### config.mk
export PLATFORM = sky130hd
export DESIGN_NAME = mdu_ctrl_flat
export DESIGN_NICKNAME = d
export VERILOG_FILES = /design/src/rtl/mdu_ctrl_if.sv /design/src/rtl/mdu_ctrl.sv /design/src/flat_wrapper.sv
export SDC_FILE = /design/constraint.sdc
export NUM_CORES = 1
export LEC_CHECK = 0
export ABC_AREA = 1
export CAP_MARGIN = 10
export CORE_AREA = 10 10 148 150
export CTS_BUF_LIST = sky130_fd_sc_hd__clkbuf_8
export CTS_CLUSTER_DIAMETER = 40
export CTS_CLUSTER_SIZE = 10
export DETAILED_ROUTE_END_ITERATION = 12
export DIE_AREA = 0 0 158 160
export HOLD_SLACK_MARGIN = 0.03
export PLACE_DENSITY_LB_ADDON = 0.1
export SLEW_MARGIN = 20
export SYNTH_ARGS = -nofsm -noshare
export SYNTH_HDL_FRONTEND = slang
export SYNTH_SLANG_ARGS = --single-unit
### constraint.sdc
create_clock -name clk -period 5.95 [get_ports clk]
set_clock_uncertainty 0.2 [all_clocks]
set_input_delay 1.4875 -clock clk [delete_from_list [all_inputs] [get_ports clk]]
set_output_delay 1.4875 -clock clk [all_outputs]
set_load 0.02 [all_outputs]
### src/rtl/mdu_ctrl_if.sv
// ---------------------------------------------------------------------------
// mdu_ctrl_if -- EX-stage <-> multiply/divide controller handshake.
//
// Signals:
//   req       EX-stage instruction needs the MDU (held while stalled)
//   op        0 MULT, 1 MULTU, 2 DIV, 3 DIVU, 4 MTHI, 5 MTLO, 6-7 no-op
//   src_a/b   rs / rt operand values
//   flush     cancel the in-flight operation
//   stallreq  stall request towards the pipeline stall controller
//   busy      controller is not idle
//   hi/lo     architectural HI/LO registers
//
// Modports: master = pipeline side, slave = mdu_ctrl side.
// ---------------------------------------------------------------------------
interface mdu_ctrl_if;
  logic        req;
  logic [2:0]  op;
  logic [31:0] src_a;
  logic [31:0] src_b;
  logic        flush;
  logic        stallreq;
  logic        busy;
  logic [31:0] hi;
  logic [31:0] lo;

  modport master (
    output req, op, src_a, src_b, flush,
    input  stallreq, busy, hi, lo
  );

  modport slave (
    input  req, op, src_a, src_b, flush,
    output stallreq, busy, hi, lo
  );
endinterface

### src/rtl/mdu_ctrl.sv
// ---------------------------------------------------------------------------
// mdu_ctrl -- sequences multiply/divide instructions from the EX stage onto
// an external multiplier and divider, stalls the pipeline while they run and
// owns the HI/LO registers.
//
// Ports:
//   clk, rst                 clock, synchronous active-high reset
//   ex (mdu_ctrl_if.slave)   EX-stage request, flush, stall, busy, HI/LO
//   mul_ina/inb, mul_signed  multiplier operands (driven only in MUL_WAIT)
//   mul_result               multiplier product
//   div_start/signed/annul   divider control (driven only in DIV_WAIT)
//   div_opa/opb              divider operands
//   div_ready, div_result    divider completion, {remainder, quotient}
//
// Parameter MUL_LAT (1..7): multiplier latency; a multiply stalls the
// pipeline for MUL_LAT+1 cycles (request cycle + MUL_LAT wait cycles).
// ---------------------------------------------------------------------------
module mdu_ctrl #(
  parameter int unsigned MUL_LAT = 1
) (
  input  logic        clk,
  input  logic        rst,
  mdu_ctrl_if.slave   ex,
  output logic [31:0] mul_ina,
  output logic [31:0] mul_inb,
  output logic        mul_signed,
  input  logic [63:0] mul_result,
  output logic        div_start,
  output logic        div_signed,
  output logic        div_annul,
  output logic [31:0] div_opa,
  output logic [31:0] div_opb,
  input  logic        div_ready,
  input  logic [63:0] div_result
);

  localparam logic [2:0] OP_MULT  = 3'd0;
  localparam logic [2:0] OP_MULTU = 3'd1;
  localparam logic [2:0] OP_DIV   = 3'd2;
  localparam logic [2:0] OP_DIVU  = 3'd3;
  localparam logic [2:0] OP_MTHI  = 3'd4;
  localparam logic [2:0] OP_MTLO  = 3'd5;

  localparam logic [2:0] LAT_LOAD = 3'(MUL_LAT);

  typedef enum logic [1:0] {IDLE, MUL_WAIT, DIV_WAIT, DONE} state_t;

  state_t      state_q, state_d;
  logic [2:0]  cnt_q, cnt_d;
  logic [31:0] opa_q, opb_q;
  logic        sgn_q;
  logic [31:0] hi_q, lo_q, hi_d, lo_d;
  logic        load_ops;
  logic        stall;

  // NOTE: sequential state uses non-blocking assignments only, so every
  // register samples the values from before this edge regardless of order.
  always_ff @(posedge clk) begin
    if (rst) begin
      state_q <= IDLE;
      cnt_q   <= '0;
      // NOTE: operand latches are ordinary registers and are cleared on
      // reset so the idle operand buses never carry stale values.
      opa_q   <= '0;
      opb_q   <= '0;
      sgn_q   <= 1'b0;
      hi_q    <= '0;
      lo_q    <= '0;
    end else begin
      state_q <= state_d;
      cnt_q   <= cnt_d;
      hi_q    <= hi_d;
      lo_q    <= lo_d;
      if (load_ops) begin
        opa_q <= ex.src_a;
        opb_q <= ex.src_b;
        sgn_q <= ~ex.op[0];     // MULT/DIV signed, MULTU/DIVU unsigned
      end
    end
  end

  always_comb begin
    // NOTE: every signal written here gets a default first, so no path
    // through the case statement can infer a latch.
    state_d    = state_q;
    cnt_d      = cnt_q;
    hi_d       = hi_q;
    lo_d       = lo_q;
    load_ops   = 1'b0;
    stall      = 1'b0;
    mul_ina    = '0;
    mul_inb    = '0;
    mul_signed = 1'b0;
    div_start  = 1'b0;
    div_signed = 1'b0;
    div_annul  = 1'b0;
    div_opa    = '0;
    div_opb    = '0;

    // During reset every output stays low and nothing is committed; the
    // register block forces the state back to IDLE on the edge.
    if (!rst) begin
      unique case (state_q)
        IDLE: begin
          // A request flushed in the same cycle is dropped outright: no
          // stall, no HI/LO write.
          if (ex.req && !ex.flush) begin
            case (ex.op)
              OP_MULT, OP_MULTU: begin
                load_ops = 1'b1;
                cnt_d    = LAT_LOAD;
                stall    = 1'b1;
                state_d  = MUL_WAIT;
              end
              OP_DIV, OP_DIVU: begin
                load_ops = 1'b1;
                stall    = 1'b1;
                state_d  = DIV_WAIT;
              end
              OP_MTHI: hi_d = ex.src_a;
              OP_MTLO: lo_d = ex.src_a;
              default: ;
            endcase
          end
        end

        MUL_WAIT: begin
          mul_ina    = opa_q;
          mul_inb    = opb_q;
          mul_signed = sgn_q;
          if (ex.flush) begin
            state_d = IDLE;
          end else begin
            stall = 1'b1;
            cnt_d = cnt_q - 3'd1;
            if (cnt_q == 3'd1) begin
              hi_d    = mul_result[63:32];
              lo_d    = mul_result[31:0];
              state_d = DONE;
            end
          end
        end

        DIV_WAIT: begin
          div_opa    = opa_q;
          div_opb    = opb_q;
          div_signed = sgn_q;
          div_start  = ~div_ready;
          if (ex.flush) begin
            div_annul = 1'b1;
            state_d   = IDLE;
          end else begin
            stall = 1'b1;
            if (div_ready) begin
              hi_d    = div_result[63:32];
              lo_d    = div_result[31:0];
              state_d = DONE;
            end
          end
        end

        // Stall released for one cycle so the instruction leaves EX; a req
        // still visible here belongs to that same instruction.
        DONE: state_d = IDLE;

        default: state_d = IDLE;
      endcase
    end
  end

  assign ex.stallreq = stall;
  assign ex.busy     = !rst && (state_q != IDLE);
  assign ex.hi       = rst ? '0 : hi_q;
  assign ex.lo       = rst ? '0 : lo_q;

endmodule

### src/flat_wrapper.sv
// flat-port wrapper written by rule: the top's interface ports become plain ports
module mdu_ctrl_flat 
#(
  parameter int unsigned MUL_LAT = 1
)
  (clk, rst, mul_ina, mul_inb, mul_signed, mul_result, div_start, div_signed, div_annul, div_opa, div_opb, div_ready, div_result, ex_req, ex_op, ex_src_a, ex_src_b, ex_flush, ex_stallreq, ex_busy, ex_hi, ex_lo);
  mdu_ctrl_if ex_i ();
  input  logic clk;
  input  logic rst;
  output logic [31:0] mul_ina;
  output logic [31:0] mul_inb;
  output logic mul_signed;
  input  logic [63:0] mul_result;
  output logic div_start;
  output logic div_signed;
  output logic div_annul;
  output logic [31:0] div_opa;
  output logic [31:0] div_opb;
  input  logic div_ready;
  input  logic [63:0] div_result;
  input wire logic [$bits(ex_i.req)-1:0] ex_req;
  input wire logic [$bits(ex_i.op)-1:0] ex_op;
  input wire logic [$bits(ex_i.src_a)-1:0] ex_src_a;
  input wire logic [$bits(ex_i.src_b)-1:0] ex_src_b;
  input wire logic [$bits(ex_i.flush)-1:0] ex_flush;
  output wire logic [$bits(ex_i.stallreq)-1:0] ex_stallreq;
  output wire logic [$bits(ex_i.busy)-1:0] ex_busy;
  output wire logic [$bits(ex_i.hi)-1:0] ex_hi;
  output wire logic [$bits(ex_i.lo)-1:0] ex_lo;
  assign ex_i.req = ex_req;
  assign ex_i.op = ex_op;
  assign ex_i.src_a = ex_src_a;
  assign ex_i.src_b = ex_src_b;
  assign ex_i.flush = ex_flush;
  assign ex_stallreq = ex_i.stallreq;
  assign ex_busy = ex_i.busy;
  assign ex_hi = ex_i.hi;
  assign ex_lo = ex_i.lo;
  mdu_ctrl #(.MUL_LAT(MUL_LAT)) u_core (.clk(clk), .rst(rst), .ex(ex_i), .mul_ina(mul_ina), .mul_inb(mul_inb), .mul_signed(mul_signed), .mul_result(mul_result), .div_start(div_start), .div_signed(div_signed), .div_annul(div_annul), .div_opa(div_opa), .div_opb(div_opb), .div_ready(div_ready), .div_result(div_result));
endmodule
# Word-level counts from Yosys, hierarchy flattened
# Cells that the tools add are included.
[word_totals]
out_inout_bits = 198
inputBits = 200
ff_bits = 134
[op_classes]
n_addsub = 1
reduce_logical = 17
muxes = 51
eq_ne = 20
bitwise = 2
[ops]
columns = ["operator", "n"]
rows = [
  ["2-to-1 mux 32 bit", 22],
  ["case mux 32 bit (3 select lines)", 2],
  ["2-to-1 mux 1 bit", 15],
  ["AND reduction 7 bit", 2],
  ["!= test 2 bit, second input constant", 6],
  ["2-to-1 mux 2 bit", 5],
  ["2-to-1 mux 3 bit", 3],
  ["case mux 2 bit (4 select lines)", 1],
  ["AND reduction 4 bit", 2],
  ["== test 3 x 1 -> 1 bit, second input constant", 2],
  ["== test 3 x 2 -> 1 bit, second input constant", 2],
  ["== test 3 bit, second input constant", 2],
  ["!= test 3 bit, second input constant", 2],
  ["case mux 3 bit (2 select lines)", 1],
  ["OR reduction 2 bit", 3],
  ["== test 2 bit, second input constant", 2],
  ["!= test 2 x 1 -> 1 bit, second input constant", 2],
  ["case mux 2 bit (2 select lines)", 1],
  ["nonzero test 2 bit", 2],
  ["OR reduction 4 bit", 1],
  ["zero test 3 bit", 1],
  ["!= test 3 x 2 -> 1 bit, second input constant", 1],
  ["nonzero test 3 bit", 1],
  ["subtractor 3 x 1 -> 3 bit, second input constant", 1],
  ["other kinds (6)", 9],
]

# Longest topological paths before layout
[logic_depth]
word_depth = 6
depth_mapped = 12
mapped_depth_nobuf = 10

# Worst setup path before layout
# OpenSTA, ideal clock, no wires.
[synth_path]
path_type = "in2out"
start = "input rst"
end = "output div_opb[18]"
t_required_ns = 4.263
arrival_ns = 2.463
stages = 6
path_slack_ns = 1.799
cell_sequence = "buf_2 inv_2 buf_2 buf_2 nand2_1 nor2_1"
[synth_between]
elab_chain_len = 1
[synth_lines]
columns = ["item", "line_no", "source"]
rows = [
  ["start, declared", "flat_wrapper.sv:9", "input logic rst;"],
  ["2-to-1 mux 32 bit", "mdu_ctrl.sv:102", "if (!rst) begin"],
  ["end, declared", "flat_wrapper.sv:18", "output logic [31:0] div_opb;"],
]
# No other way between the ends.

# Worst setup path after layout
[layout_path]
start = "input rst"
end = "output div_opb[20]"
# Same word-level chain as after synthesis.

==> impl_metrics.csv <==
group,metric,value,unit
status,status,"finished, final reports clean",
sta,grt_setup_unrepaired,"no",
route,drc,0,
floorplan,dieArea,25280,µm²
power,pwr-share-clk,18.8,%
power,pwr-share-seq,25.5,%
cts,ctsResizeCount,0,
worst_setup_path,cp.arrival,3280,ps
placed_design,io_buffers,397,
floorplan,start_util,41.25,%
floorplan,ios,398,
cts,clk_pin_slew,70,ps
placed_design,dp_cells,1892,
cts,post_cts_buffers,0,
sta,fin_setup_tns,0,ps
floorplan,fp.dieH,160,µm
cts,numCtsBuffers,17,
route,ant_nets,0,
placed_design,dpl.hpwl,25.41,mm
yosys,synthTopCellsByArea,"dfxtp_1 (34%), nand2_1 (19%), nor2_1 (17%)",
yosys,synth_top_family_by_area,"simple AND/OR/NAND/NOR gates",
grt,grt_pass1_vias,8766,
yosys,ys_seq_elements,134,
floorplan,core,19080,µm²
grt,grt_max_degree,98,
worst_setup_path,crit_type,"input port to output pin",
cts,clkLatencyLatePin,440,ps
yosys,yosys.area.top_type,"dfxtp_1",
power,intPower,2.616,mW
yosys,synth_area,7870,µm²
sta,worstMarginPinSlew,964.1,ps
yosys,synth_nets,1549,
yosys,synthMuxAreaShare,0,%
yosys,synth-simple-area-share,42.80,%
finish,final_cells,1926,
power,p_leak,4.987,nW
route,vias,9216,
worst_setup_path,crit_required,4260,ps
power,irDropWorstVdd,0.3098,mV
cts,hold_buffers,0,
floorplan,row_count,51,
route,routed_wl,33.72,mm
worst_setup_path,crit_path_end_kind,"output pin",
worst_setup_path,crit_chain,"buf_2, inv_4, nand2_1, nor2_1, clkdlybuf4s50_1",
power,switching_share,47.44,%
yosys,syn_inst,1342,
sta,layout_setup_ws,982.9,ps
route,vias_per_cell,4.785,
cts,cts_sinks,134,
grt,grt_usage,25.51,%
power,p_sw,2.361,mW
yosys,yosysTopAreaCellShare,34.09,%
cts,htree_levels,4,
cts,cts_root_buf,"clkbuf_8",
worst_setup_path,cpPeakStageDelay,690,ps
run,drv_cap,0,
route,dr.pass1.iters,8,
sta,max_slew_margin,35.73,%
cts,cts_tree,"built",
min_path,hold_class,"register to register",
yosys,synth_xor_area_share,0.1113,%
route,post_drt_wl_per_cell,17.51,µm
placed_design,place_area,11650,µm²
sta,max_freq,0.2013,GHz
cts,clockBufferDepth,2,
finish,fin_nets,1880,
worst_setup_path,start_kind,"input port",
finish,finalInstanceArea,12140,µm²
worst_setup_path,cp_max_fo,70,
finish,fillers,1862,
finish,area_growth,54.26,%
sta,period_share,83.48,%
sta,finalMaxSlewViolations,0,
yosys,synth-compound-area-share,9.094,%
floorplan,die_w,158,µm
yosys,postSynthAreaPerCell,5.864,µm²
grt,overflow,0,
sta,finalHoldViolCount,0,
sta,min_period,4967,ps
finish,drive_gt1_share,4.330,%
placed_design,globalplace.congestion,0.8547,
power,p_per_area,410.0,nW/µm²
placed_design,pre_cts_slack,987.5,ps
grt,grt_pass1_wl,50.65,mm
sta,setup_viol_count_final,0,
route,initialDrtViolationCount,800,
worst_setup_path,slowest_stage,"clkdlybuf4s50_1",
power,combinationalPowerShare,55.7,%
yosys,yosys_warnings,0,
grt,antenna_found_initial,2,
yosys,ys_seq_area_share,34.09,%
yosys,synthAdderAreaFrac,1.113,%
yosys,ys_types,27,
-- worst paths after layout --
check | cells after the start | slack (ps) | to | start
worst min register to register | 2 | 290 | u_core.hi_q[9]$_SDFFE_PP0P_ | u_core.hi_q[9]$_SDFFE_PP0P_
worst max-delay path | 5 | 980 | div_opb[20] | rst
worst max register to register | 11 | 3310 | u_core.lo_q[26]$_SDFFE_PP0P_ | u_core.state_q[1]$_SDFFE_PP0P_
worst min-delay path | 2 | 290 | u_core.hi_q[9]$_SDFFE_PP0P_ | u_core.hi_q[9]$_SDFFE_PP0P_
-- state kept, by name (all words and copies together), names as in the netlist --
register	flops
u_core.cnt_q	3
u_core.hi_q	32
u_core.lo_q	32
u_core.opa_q	32
u_core.opb_q	32
u_core.sgn_q	1
u_core.state_q	2
-- routing by layer --
metal / share of wire [%] / GRT usage [%]
met5: 0 / 0
met4: 1.7 / 7.582
met3: 11 / 9.938
met2: 48 / 41.74
met1: 40 / 30.08
-- cells in the final DEF (no fill, tap or decap), drive strengths merged --
master / count
nand2: 409
clkdlybuf4s50: 396
nor2: 370
dfxtp: 134
inv: 113
nand3: 71
o21ai: 70
a21oi: 67
clkbuf: 17
buf: 11
ha: 7
clkinv: 7
bufinv: 6
nor3: 4
diode: 2
a211oi: 1
xor2: 1
nand4: 1
clkinvlp: 1
-- final cells by class --
type | instances | area [µm²] | share of cell area, %
Inverter | 112 | 429.2 | 3.535
Clock buffer | 17 | 234.0 | 1.927
Antenna cell | 2 | 5.005 | 0.04122
Sequential cell | 134 | 2683 | 22.10
Multi-Input combinational cell | 1001 | 4198 | 34.58
Tap cell | 238 | 297.8 | 2.453
Clock inverter | 15 | 250.2 | 2.061
Timing Repair Buffer | 407 | 4044 | 33.31
-- power by group through the flow --
stage,Clock (mW),Sequential [mW],Combinational (mW)
after floorplan,0,1.26,2.04
after global placement,0,1.28,2.76
after detailed placement,0,1.29,2.78
after CTS,0.951,1.27,2.79
after global routing,0.986,1.30,3.08
final,0.936,1.27,2.77
-- worst max-delay path: cells and delay by family --
kind / cells / cell delay, ps
AND/OR/NAND/NOR: 2 / 430
buffers and inverters: 3 / 1300
-- synthesized netlist by cell type --
cell	n
a21oi_2	1
o21ai_0	5
nand2_1	400
inv_1	107
nor2_2	2
xor2_1	1
nand2_4	1
nor3_1	4
dfxtp_1	134
o21ai_2	5
ha_1	7
buf_6	14
a211oi_1	1
o21ai_1	60
nand3_1	71
nor2_1	364
nand4_1	1
buf_8	1
a21oi_1	66
nand2_2	8
clkbuf_1	15
buf_4	18
buf_2	33
buf_1	14
inv_4	2
inv_2	3
nor2_4	4
-- logic make-up (layout without fill, tap and decap cells) --
logic type | after synthesis | count (layout)
buffers and inverters | 207 | 551
adder cells (fa/ha/maj) | 7 | 7
XOR/XNOR | 1 | 1
flip-flops | 134 | 134
AND/OR/NAND/NOR | 855 | 855
other | 0 | 2
AO/OA/AOI/OAI | 138 | 138
-- through the flow --
step           total power, mW  util (%)  hold WS, ps
2_1_floorplan            3.304         -        254.1
3_3_place_gp             4.039     61.06        262.0
3_5_place_dp             4.074     61.06        271.7
4_1_cts                  5.013     63.60        287.4
5_1_grt                  5.366     63.63        301.6
6_report                 4.977     63.63        285.3
No activity file was read; power rests on OpenSTA's default activity.
